`src/rtl/ifetch_sequencer.sv`:
```
// Instruction fetch controller: one outstanding word read, prefetch FIFO, decode handshake.
// Optional macro FETCH_BOUND_EN enables the fetch-window check and the sticky fetch_fault flag.
module ifetch_sequencer #(
  parameter logic [31:0] RESET_PC   = 32'h00400000,
  parameter int          FIFO_DEPTH = 4,
  parameter logic [31:0] BOUND_LO   = 32'h00400000,
  parameter logic [31:0] BOUND_HI   = 32'h00400400
) (
  input  logic        clk,
  input  logic        reset,
  output logic        imem_req,
  output logic [31:0] imem_addr,
  input  logic        imem_ack,
  input  logic [31:0] imem_rdata,
  input  logic        redirect,
  input  logic [31:0] redirect_pc,
  output logic        fetch_valid,
  output logic [31:0] fetch_instr,
  output logic [31:0] fetch_pc,
  input  logic        fetch_ready,
  output logic [31:0] instr_count,
  output logic        fetch_fault
);

  localparam int AW = $clog2(FIFO_DEPTH);
  localparam int CW = AW + 1;

  typedef enum logic [1:0] {IDLE, REQ, DRAIN} state_t;

  state_t          state_reg, state_next;
  logic [31:0]     pc_reg, pc_next;
  logic [31:0]     addr_reg, addr_next;
  logic            fault_reg, fault_next;
  logic [31:0]     instr_mem [FIFO_DEPTH];
  logic [31:0]     pc_mem    [FIFO_DEPTH];
  logic [AW-1:0]   wr_ptr_reg, rd_ptr_reg, rd_ptr_next;
  logic [CW-1:0]   count_reg, count_next, remain;
  logic            valid_reg;
  logic [31:0]     instr_reg, instr_next, hpc_reg, hpc_next;
  logic [31:0]     icount_reg;
  logic            push, pop, room, in_window;
  logic            unused_lsb;

  assign unused_lsb = ^redirect_pc[1:0];
  assign room       = count_reg < CW'(FIFO_DEPTH);

`ifdef FETCH_BOUND_EN
  assign in_window   = (pc_reg >= BOUND_LO) && (pc_reg <= BOUND_HI);
  assign fetch_fault = fault_reg;
`else
  logic unused_bounds;
  assign unused_bounds = ^{BOUND_LO, BOUND_HI};
  assign in_window     = 1'b1;
  assign fetch_fault   = 1'b0;
`endif

  // Control FSM; a redirect always wins the pc, whatever the state.
  always_comb begin
    state_next = state_reg;
    pc_next    = pc_reg;
    addr_next  = addr_reg;
    fault_next = fault_reg;
    push       = 1'b0;
    case (state_reg)
      IDLE: begin
        if (!redirect && room && !fault_reg) begin
          if (in_window) begin
            state_next = REQ;
            addr_next  = pc_reg;
          end else begin
            fault_next = 1'b1;
          end
        end
      end
      REQ: begin
        if (imem_ack) begin
          state_next = IDLE;
          if (!redirect) begin
            push    = 1'b1;
            pc_next = pc_reg + 32'd4;
          end
        end else if (redirect) begin
          state_next = DRAIN;
        end
      end
      DRAIN: begin
        if (imem_ack) state_next = IDLE;
      end
      default: state_next = IDLE;
    endcase
    if (redirect) pc_next = {redirect_pc[31:2], 2'b00};
  end

  // FIFO bookkeeping; head registers are loaded with the post-update head so they are registered outputs.
  always_comb begin
    pop         = valid_reg & fetch_ready;
    remain      = count_reg - CW'(pop);
    rd_ptr_next = rd_ptr_reg + AW'(pop);
    count_next  = remain + CW'(push);
    if (redirect) begin
      count_next  = '0;
      rd_ptr_next = wr_ptr_reg;
    end
    instr_next = instr_reg;
    hpc_next   = hpc_reg;
    if (count_next != '0) begin
      if (remain == '0) begin
        instr_next = imem_rdata;
        hpc_next   = pc_reg;
      end else begin
        instr_next = instr_mem[rd_ptr_next];
        hpc_next   = pc_mem[rd_ptr_next];
      end
    end
  end

  always_ff @(posedge clk) begin
    if (push) begin
      instr_mem[wr_ptr_reg] <= imem_rdata;
      pc_mem[wr_ptr_reg]    <= pc_reg;
    end
  end

  always_ff @(posedge clk or posedge reset) begin
    if (reset) begin
      state_reg  <= IDLE;
      pc_reg     <= RESET_PC;
      addr_reg   <= RESET_PC;
      fault_reg  <= 1'b0;
      wr_ptr_reg <= '0;
      rd_ptr_reg <= '0;
      count_reg  <= '0;
      valid_reg  <= 1'b0;
      instr_reg  <= '0;
      hpc_reg    <= '0;
      icount_reg <= '0;
    end else begin
      state_reg  <= state_next;
      pc_reg     <= pc_next;
      addr_reg   <= addr_next;
      fault_reg  <= fault_next;
      wr_ptr_reg <= wr_ptr_reg + AW'(push);
      rd_ptr_reg <= rd_ptr_next;
      count_reg  <= count_next;
      valid_reg  <= (count_next != '0);
      instr_reg  <= instr_next;
      hpc_reg    <= hpc_next;
      if (pop) icount_reg <= icount_reg + 32'd1;
    end
  end

  assign imem_req    = (state_reg != IDLE);
  assign imem_addr   = addr_reg;
  assign fetch_valid = valid_reg;
  assign fetch_instr = instr_reg;
  assign fetch_pc    = hpc_reg;
  assign instr_count = icount_reg;

endmodule

```
`config.mk`:
```
export PLATFORM = sky130hd
export DESIGN_NAME = ifetch_sequencer
export DESIGN_NICKNAME = d
export VERILOG_FILES = /design/src/rtl/ifetch_sequencer.sv
export SDC_FILE = /design/constraint.sdc
export NUM_CORES = 1
export LEC_CHECK = 0
export ABC_AREA = 1
export CAP_MARGIN = 40
export CORE_ASPECT_RATIO = 1.75
export CORE_MARGIN = 3
export CORE_UTILIZATION = 51
export CTS_CLUSTER_DIAMETER = 150
export DETAILED_ROUTE_END_ITERATION = 10
export PLACE_DENSITY = 0.81
export SETUP_SLACK_MARGIN = 0.05
export SLEW_MARGIN = 10
export SYNTH_ARGS = -nofsm -noshare
export SYNTH_HDL_FRONTEND = slang
export SYNTH_SLANG_ARGS = --single-unit
```
`constraint.sdc`:
```
create_clock -name clk -period 6.3 [get_ports clk]
set_clock_uncertainty 0.2 [all_clocks]
set_input_delay 1.26 -clock clk [delete_from_list [all_inputs] [get_ports clk]]
set_output_delay 1.26 -clock clk [all_outputs]
set_load 0.01 [all_outputs]
```
; ---- After elaboration in Yosys (flattened, before gate mapping)
; Memories as Yosys holds them, arrays and structs flattened.
; Cells that the tools add are included.
; W data, S select, Z words.
[totals]
latch_bits = 0
ramBits = 256
register_bits = 170
mem_bits_ro = 0
out_inout_bits = 131
memories = 2
wordCells = 53
input_bits = 69
[op_classes]
mux = 17
multipliers = 0
n_lt_le_gt_ge = 1
shifts = 0
add_sub_neg = 6
div = 0
bitwise = 1
eq_ne = 5
reduce_logical = 11
[memory_table]
columns = name, depth, width, read_ports, rd_clocked_by_memory_dff, write_ports, line
row1 = instr_mem, 4, 32, 1, 0, 1, 34  ; logic [31:0] instr_mem [FIFO_DEPTH];
row2 = pc_mem, 4, 32, 1, 0, 1, 35  ; logic [31:0] pc_mem [FIFO_DEPTH];
[ops]
columns = cell, count
row1 = $mux W32, 5
row2 = $add A32 B1 Y32 const B, 1
row3 = $add A32 B3 Y32 const B, 1
row4 = $mux W2, 5
row5 = $pmux W2 S3, 1
row6 = $reduce_bool A2 Y1, 3
row7 = $mux W1, 5
row8 = $add A2 B1 Y2, 2
row9 = $ne A2 B2 Y1 const B, 2
row10 = $reduce_and A2 Y1, 2
row11 = $add A3 B1 Y3, 1
row12 = $logic_not A3 Y1, 1
row13 = $lt A3 B3 Y1 const B, 1
row14 = $mux W3, 1
row15 = $ne A3 B3 Y1 const B, 1
row16 = $reduce_and A3 Y1, 1
row17 = $reduce_bool A3 Y1, 1
row18 = $sub A3 B1 Y3, 1
row19 = $eq A2 B1 Y1 const B, 1
row20 = $eq A2 B2 Y1 const B, 1
row21 = $logic_not A2 Y1, 1
row22 = $and A1 B1 Y1, 1
row23 = $logic_and A1 B1 Y1, 1
row24 = $logic_not A1 Y1, 1

; ---- Depth between registers and ports, before layout
; Gate-level depths: netlist of the first run.
[logic_depth]
word_depth = 6
mapped_depth = 16
mapped_depth_nobuf = 13

; ---- Worst setup path after synthesis of the first run
; No wires, ideal clock.
[synth_timing]
kind = input to register
from = in imem_ack
to = mem instr_mem[0][0] (enable)
path_stages = 5
setup_ps = 559
required_time_ps = 5541
path_slack_ps = -360
path_buffers = 1
arrival_time_ps = 5902
cell_sequence = inv_1 > nor2_1 > nand2_1 > clkbuf_1 > nor3_1
[synth_between]
elab_chain_len = 4
[synth_rtl]
columns = element, line
row1 = "start, declared", 13  ; input logic imem_ack,
row2 = $mux W1, 76  ; if (imem_ack) begin
row3 = $mux W1, 64  ; case (state_reg)
row4 = $mux W1, 118  ; if (push) begin
row5 = $mux W1 (not written as such), 119  ; instr_mem[wr_ptr_reg] <= imem_rdata;
row6 = "end, declared", 34
; No other way between the ends.

; ---- Worst setup path in the final report of the first run
[layout_timing]
from = in redirect
to = reg instr_reg[19] (netlist: fetch_instr[19])
[layout_between]
elab_chain_len = 6
elab_cells_between_ends = 9
cone_classes = add/sub: 1 / mux: 6 / reduce/logical: 1 / memory: 1
[layout_rtl]
columns = element, line
row1 = "start, declared", 15  ; input logic redirect,
row2 = $mux W1, 78  ; if (!redirect) begin
row3 = $mux W1, 76
row4 = $mux W1, 64
row5 = $add A3 B1 Y3, 99  ; count_next = remain + CW'(push);
row6 = $mux W3, 100  ; if (redirect) begin
row7 = $reduce_bool A3 Y1, 106  ; if (count_next != '0) begin
row8 = "end signal, assigned", 146  ; instr_reg <= instr_next;
row9 = "end, declared", 39  ; logic [31:0] instr_reg, instr_next, hpc_reg, hpc_next;
; Parallel ways exist; a longest one is shown, timed or not.
; A chain may end at the register's enable or synchronous reset.

==> results of run 1 <==
Yosys cell counts:
master    number  area (um^2)
inv_1        121        454.2
a31oi_1        1        6.260
mux2_2         1        11.26
nand4_1       13        81.33
o22ai_1        2        12.51
nor2_2         4        25.02
nor4_1         1        6.260
a22oi_1        2        15.01
nand3_1      270         1351
ha_1           5        62.56
buf_6          1        11.26
and2_1         1        6.260
xnor2_1        6        52.55
o221ai_1       2        17.52
inv_2          5        18.77
dfrtp_1      162         4054
o21ai_0       39        195.2
nand3_2        4        40.04
a21oi_1        3        15.01
o211ai_1       2        15.01
nor4_2         1        12.51
nand2_4        1        11.26
buf_2         45        225.2
nor2_1       251        942.2
nand2_2        6        37.54
xor2_1        18        157.7
dfstp_2        2        52.55
nor3b_2        1        12.51
nor3_1        12        60.06
buf_1          4        15.01
nand2_1      779         2924
nand3b_1       6        45.04
nor2_4         1        11.26
edfxtp_1     248         7447
conb_1         1        3.750
buf_4         19        142.6
clkbuf_1      31        116.4
o21bai_1       3        22.52
power groups by stage:
stage | combinational [uW] | clock [uW] | sequential (uW)
after floorplan | 2470 | 0 | 3850
after global placement | 3990 | 0 | 3750
after detailed placement | 4180 | 0 | 3770
after CTS | 4210 | 2380 | 3720
after global routing | 4680 | 2490 | 3780
final | 4200 | 2350 | 3730
final cells by class:
class / instances / area [um^2] / area share
Clock inverter: 16 / 146.4 / 0.006549
Clock buffer: 56 / 1131 / 0.05060
Inverter: 126 / 478.0 / 0.02138
Sequential cell: 412 / 11550 / 0.5169
Antenna cell: 2 / 5.005 / 0.0002239
Timing Repair Buffer: 217 / 2215 / 0.09908
Multi-Input combinational cell: 1440 / 6236 / 0.2790
Tap cell: 470 / 588.1 / 0.02631
metal layers:
| layer | vias to the layer above | global-route usage |
|---|---|---|
| met1 | 7099 | 0.2858 |
| met5 | - | 0 |
| li1 | 7035 | - |
| met2 | 700 | 0.4378 |
| met3 | 176 | 0.03022 |
| met4 | 0 | 0.1457 |
path summary, 6_finish.rpt:
kind,slack (ns),endpoint,start,cells past startpoint
hold / removal,0.27,fetch_instr[12]$_DFFE_PP0P_,fetch_instr[12]$_DFFE_PP0P_,2
setup / recovery,1.68,fetch_instr[19]$_DFFE_PP0P_,redirect,12
hold reg to reg,0.27,fetch_instr[12]$_DFFE_PP0P_,fetch_instr[12]$_DFFE_PP0P_,2
setup reg to reg,2.75,fetch_instr[19]$_DFFE_PP0P_,fetch_valid$_DFF_PP0_,13
min in group asynchronous,0.97,fetch_pc[2]$_DFFE_PP0P_,reset,2
max in group asynchronous,3.91,fetch_instr[11]$_DFFE_PP0P_,reset,3
cells in the final DEF (no fill, tap or decap), types with 7 or more instances in the layout:
cell type	instances
nand2_1	778
clkbuf_16	40
inv_1	120
edfxtp_1	248
clkdlybuf4s50_1	192
dfrtp_1	162
buf_4	18
clkbuf_1	9
o21ai_0	39
nand4_1	13
nor3_1	10
clkbuf_8	7
xor2_1	18
nor2_1	248
nand3_1	269
worst min-delay path: stages (launching register included):
cell and delay (ns):
dfrtp_1 0.34, nand2_1 0.05, nand2_1 0.05
kinds of logic (layout without fill, tap and decap cells):
logic type | after synthesis | after routing | synth area share
compound gates | 54 | 54 | 0.01600
mux | 1 | 1 | 0.0006024
flops | 412 | 412 | 0.6182
buf+inv | 226 | 415 | 0.05262
fa+ha+maj | 5 | 5 | 0.003347
other cells | 1 | 7 | 0.0002006
simple gates | 1351 | 1351 | 0.2978
xor+xnor | 24 | 24 | 0.01125
stage by stage:
step / setup WS (ns) / setup TNS [ns] / util / cell area, um^2
final: 1.681 / 0 / 0.6184 / 22350
after global routing: 1.489 / 0 / 0.6184 / 22350
after CTS: 1.794 / 0 / 0.6183 / 22350
after detailed placement: 1.246 / 0 / 0.5829 / 21070
after global placement: 1.203 / 0 / 0.5797 / 20950
after floorplan: -0.3602 / -44.66 / - / 18710
==> summary.txt, run 1 <==
Final layout
  • Layout Nets: approximately 2300
  • Regs by FF count: instr_mem x128, pc_mem x120
  • Fillers: approximately 3000
  • Area delta synth->final: 19.59%
  • Fraction of layout cells with a size suffix above 1: 0.05249
  • Fin cells: 2739
  • Max reg flops: approximately 130
  • Largest Register: instr_mem

Power and ir drop
  • Net switching power: approximately 4000 uW
  • Internal: about 6300 uW
  • Max VDD drop: ~0.30 mV
  • Part of the power in registers: 0.362
  • Leak: a little under 0.01 uW
  • Overall power: between 10000 and 15000 uW
  • Combinational share of power: 0.409
  • PwrDens: roughly 460 nW/um^2
  • Sw Share: 0.3899
  • Clock network power share: 0.229

Synthesis
  • Post-synthesis area per instance: about 9.0 um^2
  • Synth unique cells: 38
  • #FFs+latches synth: slightly above 400
  • Gate Count Post-Synth: roughly 2100
  • Synth Cell Area: ~19000 um^2
  • Yosys warns: 0
  • Post-synthesis sequential area ratio: 0.6182

Setup path
  • CP Cell Sequence: clkdlybuf4s50_1 -> inv_2 -> nand2_4 -> buf_4 -> nand3_1 -> nand2_1 -> inv_1 -> nand2_1 -> nand2_1 -> nor2_1 -> nor2_1 -> nor2_1
  • CP max stage cell: clkdlybuf4s50_1
  • Largest stage delay on the critical path: approximately 0.99 ns
  • Worst EP required: between 6 and 7 ns
  • WP buf/inv: 4
  • Worst setup EP type: flop
  • CP Data Arrival Time: 4.89 ns
  • Top delay family on crit path: buffers and inverters
  • Startpoint Class: input pin
  • Critical path type: in -> reg
  • CP max FO: 66

STA
  • Hold_ws: about 0.27 ns
  • Final Max Slew Viols: 0
  • Slew @ Worst Pin: around 0.85 ns
  • Unrepaired setup endpoints after global routing: false
  • Fmax: 216.5 MHz
  • Final Hold Vio Count: 0
  • Final min period: 4.619 ns
  • Final setup viols: 0
  • Max-slew headroom: 0.4293
  • Final period utilization: 0.7331

Global route
  • Vias in the first global route: between 15000 and 20000
  • Global-route wire length before repair: roughly 77000 um
  • Initial antenna violation count: 2
  • Largest net degree at the start of global routing: approximately 110
  • Global route overflow: 0
  • GRT Total Usage: 0.2480

Clock tree
  • Cts bufs inserted: 39
  • # resized after CTS: 0
  • CTS tree: done
  • Hold buffers post-CTS: 0
  • Root buf cell: clkbuf_16
  • Clk slew on worst S/H paths: around 0.06 ns
  • H-tree lvl count: 2
  • CTS sink cnt: between 400 and 500
  • Setup bufs post-CTS: 0
  • Clock Latency Late Sink: about 0.54 ns
  • CTS max path bufs: 3

Detailed routing
  • Antenna viol nets, final: 0
  • Wire per inst: between 15 and 20 um
  • Vias: 15010
  • M1 WL: 17660 um
  • Drt first pass iters: 5
  • Met3 WL post-DR: 3177 um
  • Drt drc: 0
  • Top layer in use: met4
  • Post-DR vias/cell: 5.480
  • Routed wl met2: 25250 um
  • Initial DRC Count: approximately 1100
  • Total routed wirelength: 48890 um

Placed design
  • Routability congestion estimate from global placement: between 1 and 1.5
  • Port bufs: approximately 190
  • Placed wire-length estimate: 31590 um
  • Placed cells: roughly 2700

Floorplanning
  • Starting Density: 0.5171
  • Die area: 39070 um^2
  • Core ar.: approximately 36000 um^2
  • Row count: ~90
  • Die Ht: between 200 and 300 um
  • IO Pins: 200
  • Die Wd: about 150 um

Job
  • Max-Cap Viols: 0

Min path
  • Worst hold path type: reg -> reg

Run status
  • Outcome: finished clean
No activity file was read; power rests on OpenSTA's default activity.
==> inputs of run 2 (changes only) <==
clock period = 3.93 ns   (was 6.3 ns; I/O delays follow)
==> summary.txt, run 2 (synthesis results as in run 1) <==
Run status
  • Outcome: finished clean

STA
  • Fmax: around 310 MHz
  • Unrepaired setup endpoints after global routing: false
  • Post-route setup slack: about 0.74 ns
  • Final setup viols: 0
  • Final Max Slew Viols: 0
  • Final Hold Vio Count: 0
  • Slew @ Worst Pin: between 0.7 and 0.8 ns
  • Final period utilization: 0.8110
  • Max-slew headroom: 0.4833
  • Final min period: 3.187 ns

Detailed routing
  • Drt drc: 0
  • Drt first pass iters: 7
  • Total routed wirelength: slightly below 50000 um
  • Wire per inst: 17.80 um
  • Post-DR vias/cell: about 5.5
  • Antenna viol nets, final: 0
  • Initial DRC Count: about 1200
  • Vias: 15130

Clock tree
  • H-tree lvl count: 2
  • CTS sink cnt: roughly 410
  • CTS tree: done
  • Clock Latency Late Sink: between 0.5 and 0.6 ns
  • Cts bufs inserted: 37
  • CTS max path bufs: 3
  • Setup bufs post-CTS: 0
  • Root buf cell: clkbuf_16
  • Clk slew on worst S/H paths: 0.06 ns
  • # resized after CTS: 0
  • Hold buffers post-CTS: 0

Global route
  • Global-route wire length before repair: just under 80000 um
  • Initial antenna violation count: 1
  • GRT Total Usage: 0.2528
  • Vias in the first global route: 15350
  • Largest net degree at the start of global routing: around 110
  • Global route overflow: 0

Final layout
  • Commonest non-fill, non-tap cell in the layout: nand2_1
  • Most frequent cells in the layout: 778 x nand2_1, 269 x nand3_1, 248 x nor2_1, 248 x edfxtp_1, 192 x clkdlybuf4s50_1
  • Regs by FF count: instr_mem x128, pc_mem x120
  • Max reg flops: between 100 and 150
  • Area delta synth->final: 20.18%
  • Largest Register: instr_mem
  • N_diodes: 0
  • Fraction of layout cells with a size suffix above 1: 0.05952
  • Layout Nets: roughly 2300
  • Post-layout util: 0.6214

Setup path
  • CP Cell Sequence: clkdlybuf4s50_1 -> nand3_1 -> inv_1 -> ha_1 -> inv_1 -> ha_1 -> nand3b_1 -> nand3_1 -> nand3_2 -> buf_4 -> nand2_1 -> nor2_1 -> nor2_1
  • CP max stage cell: clkdlybuf4s50_1
  • Largest stage delay on the critical path: between 0.4 and 0.5 ns
  • Startpoint Class: input pin
  • Critical path type: in -> reg
  • Worst setup EP type: flop
  • Worst EP required: around 4.2 ns
  • CP max FO: 16
  • CP Data Arrival Time: approximately 3.5 ns

Power and ir drop
  • Overall power: between 15000 and 20000 uW
  • Max VDD drop: about 0.51 mV
  • Leak: 0.009786 uW
  • PwrDens: around 730 nW/um^2

Placed design
  • Port bufs: about 190
  • Routability congestion estimate from global placement: 0.9661
  • Placed wire-length estimate: around 33000 um
  • Place WS: between 0.2 and 0.25 ns

Min path
  • Worst hold path type: reg -> reg

Floorplanning
  • Starting Density: 0.5171
  • Die Wd: around 150 um
  • Die area: just under 40000 um^2
  • Core ar.: approximately 36000 um^2
  • Row count: a little over 90
  • Die Ht: 259.2 um
  • IO Pins: 200

Job
  • Max-Cap Viols: 0
[run 2: cell count changes in the layout (fill, tap and decap cells not counted), sizes merged]
cell,change
buf,+22
clkbuf,-6
clkinv,+4
clkinvlp,+4
diode,-2
inv,-6
[run 2: worst paths after layout]
check                                       startpoint                           to  slack [ns]  cells past startpoint
min                        fetch_instr[12]$_DFFE_PP0P_  fetch_instr[12]$_DFFE_PP0P_        0.28                      2
min in group asynchronous                        reset   instr_count[7]$_DFFE_PP0P_        0.52                      2
max reg2reg                      fetch_valid$_DFF_PP0_      fetch_pc[2]$_DFFE_PP0P_        1.05                     12
max in group asynchronous                        reset   fetch_instr[3]$_DFFE_PP0P_        2.22                      3
max                                        fetch_ready      fetch_pc[2]$_DFFE_PP0P_        0.74                     13
min reg2reg                fetch_instr[12]$_DFFE_PP0P_  fetch_instr[12]$_DFFE_PP0P_        0.28                      2
[run 2: report_power, final]
group / internal [uW] / total [uW] / switching [uW]
clock: 1940 / 3510 / 1570
sequential: 5440 / 6000 / 563
combinational: 2610 / 6850 / 4240
[run 2: stage by stage]
step / setup TNS (ns) / cell area, um^2 / hold slack, ns / std cells
global placement: 0 / 21290 / 0.2646 / 2687
floorplan: -110.86 / 18720 / 0.2893 / 2078
detailed placement: 0 / 21290 / 0.2657 / 2687
CTS: 0 / 22460 / 0.2835 / 2755
finish: 0 / 22460 / 0.2752 / 2755
global route: 0 / 22460 / 0.2994 / 2755
[run 2: worst max-delay path: cells and delay by family]
family	cells	cell delay, ns
fa+ha+maj	2	0.53
buf+inv	4	1.00
simple gates	7	1.13
[run 2: layout make-up]
cell class	instances	area [um^2]
clock inverters	18	175.2
clock buffers	50	994.7
well taps	470	588.1
multi-input cells	1440	6248
fillers	2908	13680
inverters	126	476.7
flip-flops and latches	412	11550
repair buffers	239	2425
[run 2: per-layer routing]
metal / vias to the layer above / part of all wire / track usage
met1: 7191 / 0.36 / 0.2899
met5: - / 0.00027 / 0
li1: 7070 / - / -
met3: 156 / 0.067 / 0.03441
met2: 715 / 0.52 / 0.4463
met4: 2 / 0.053 / 0.1467
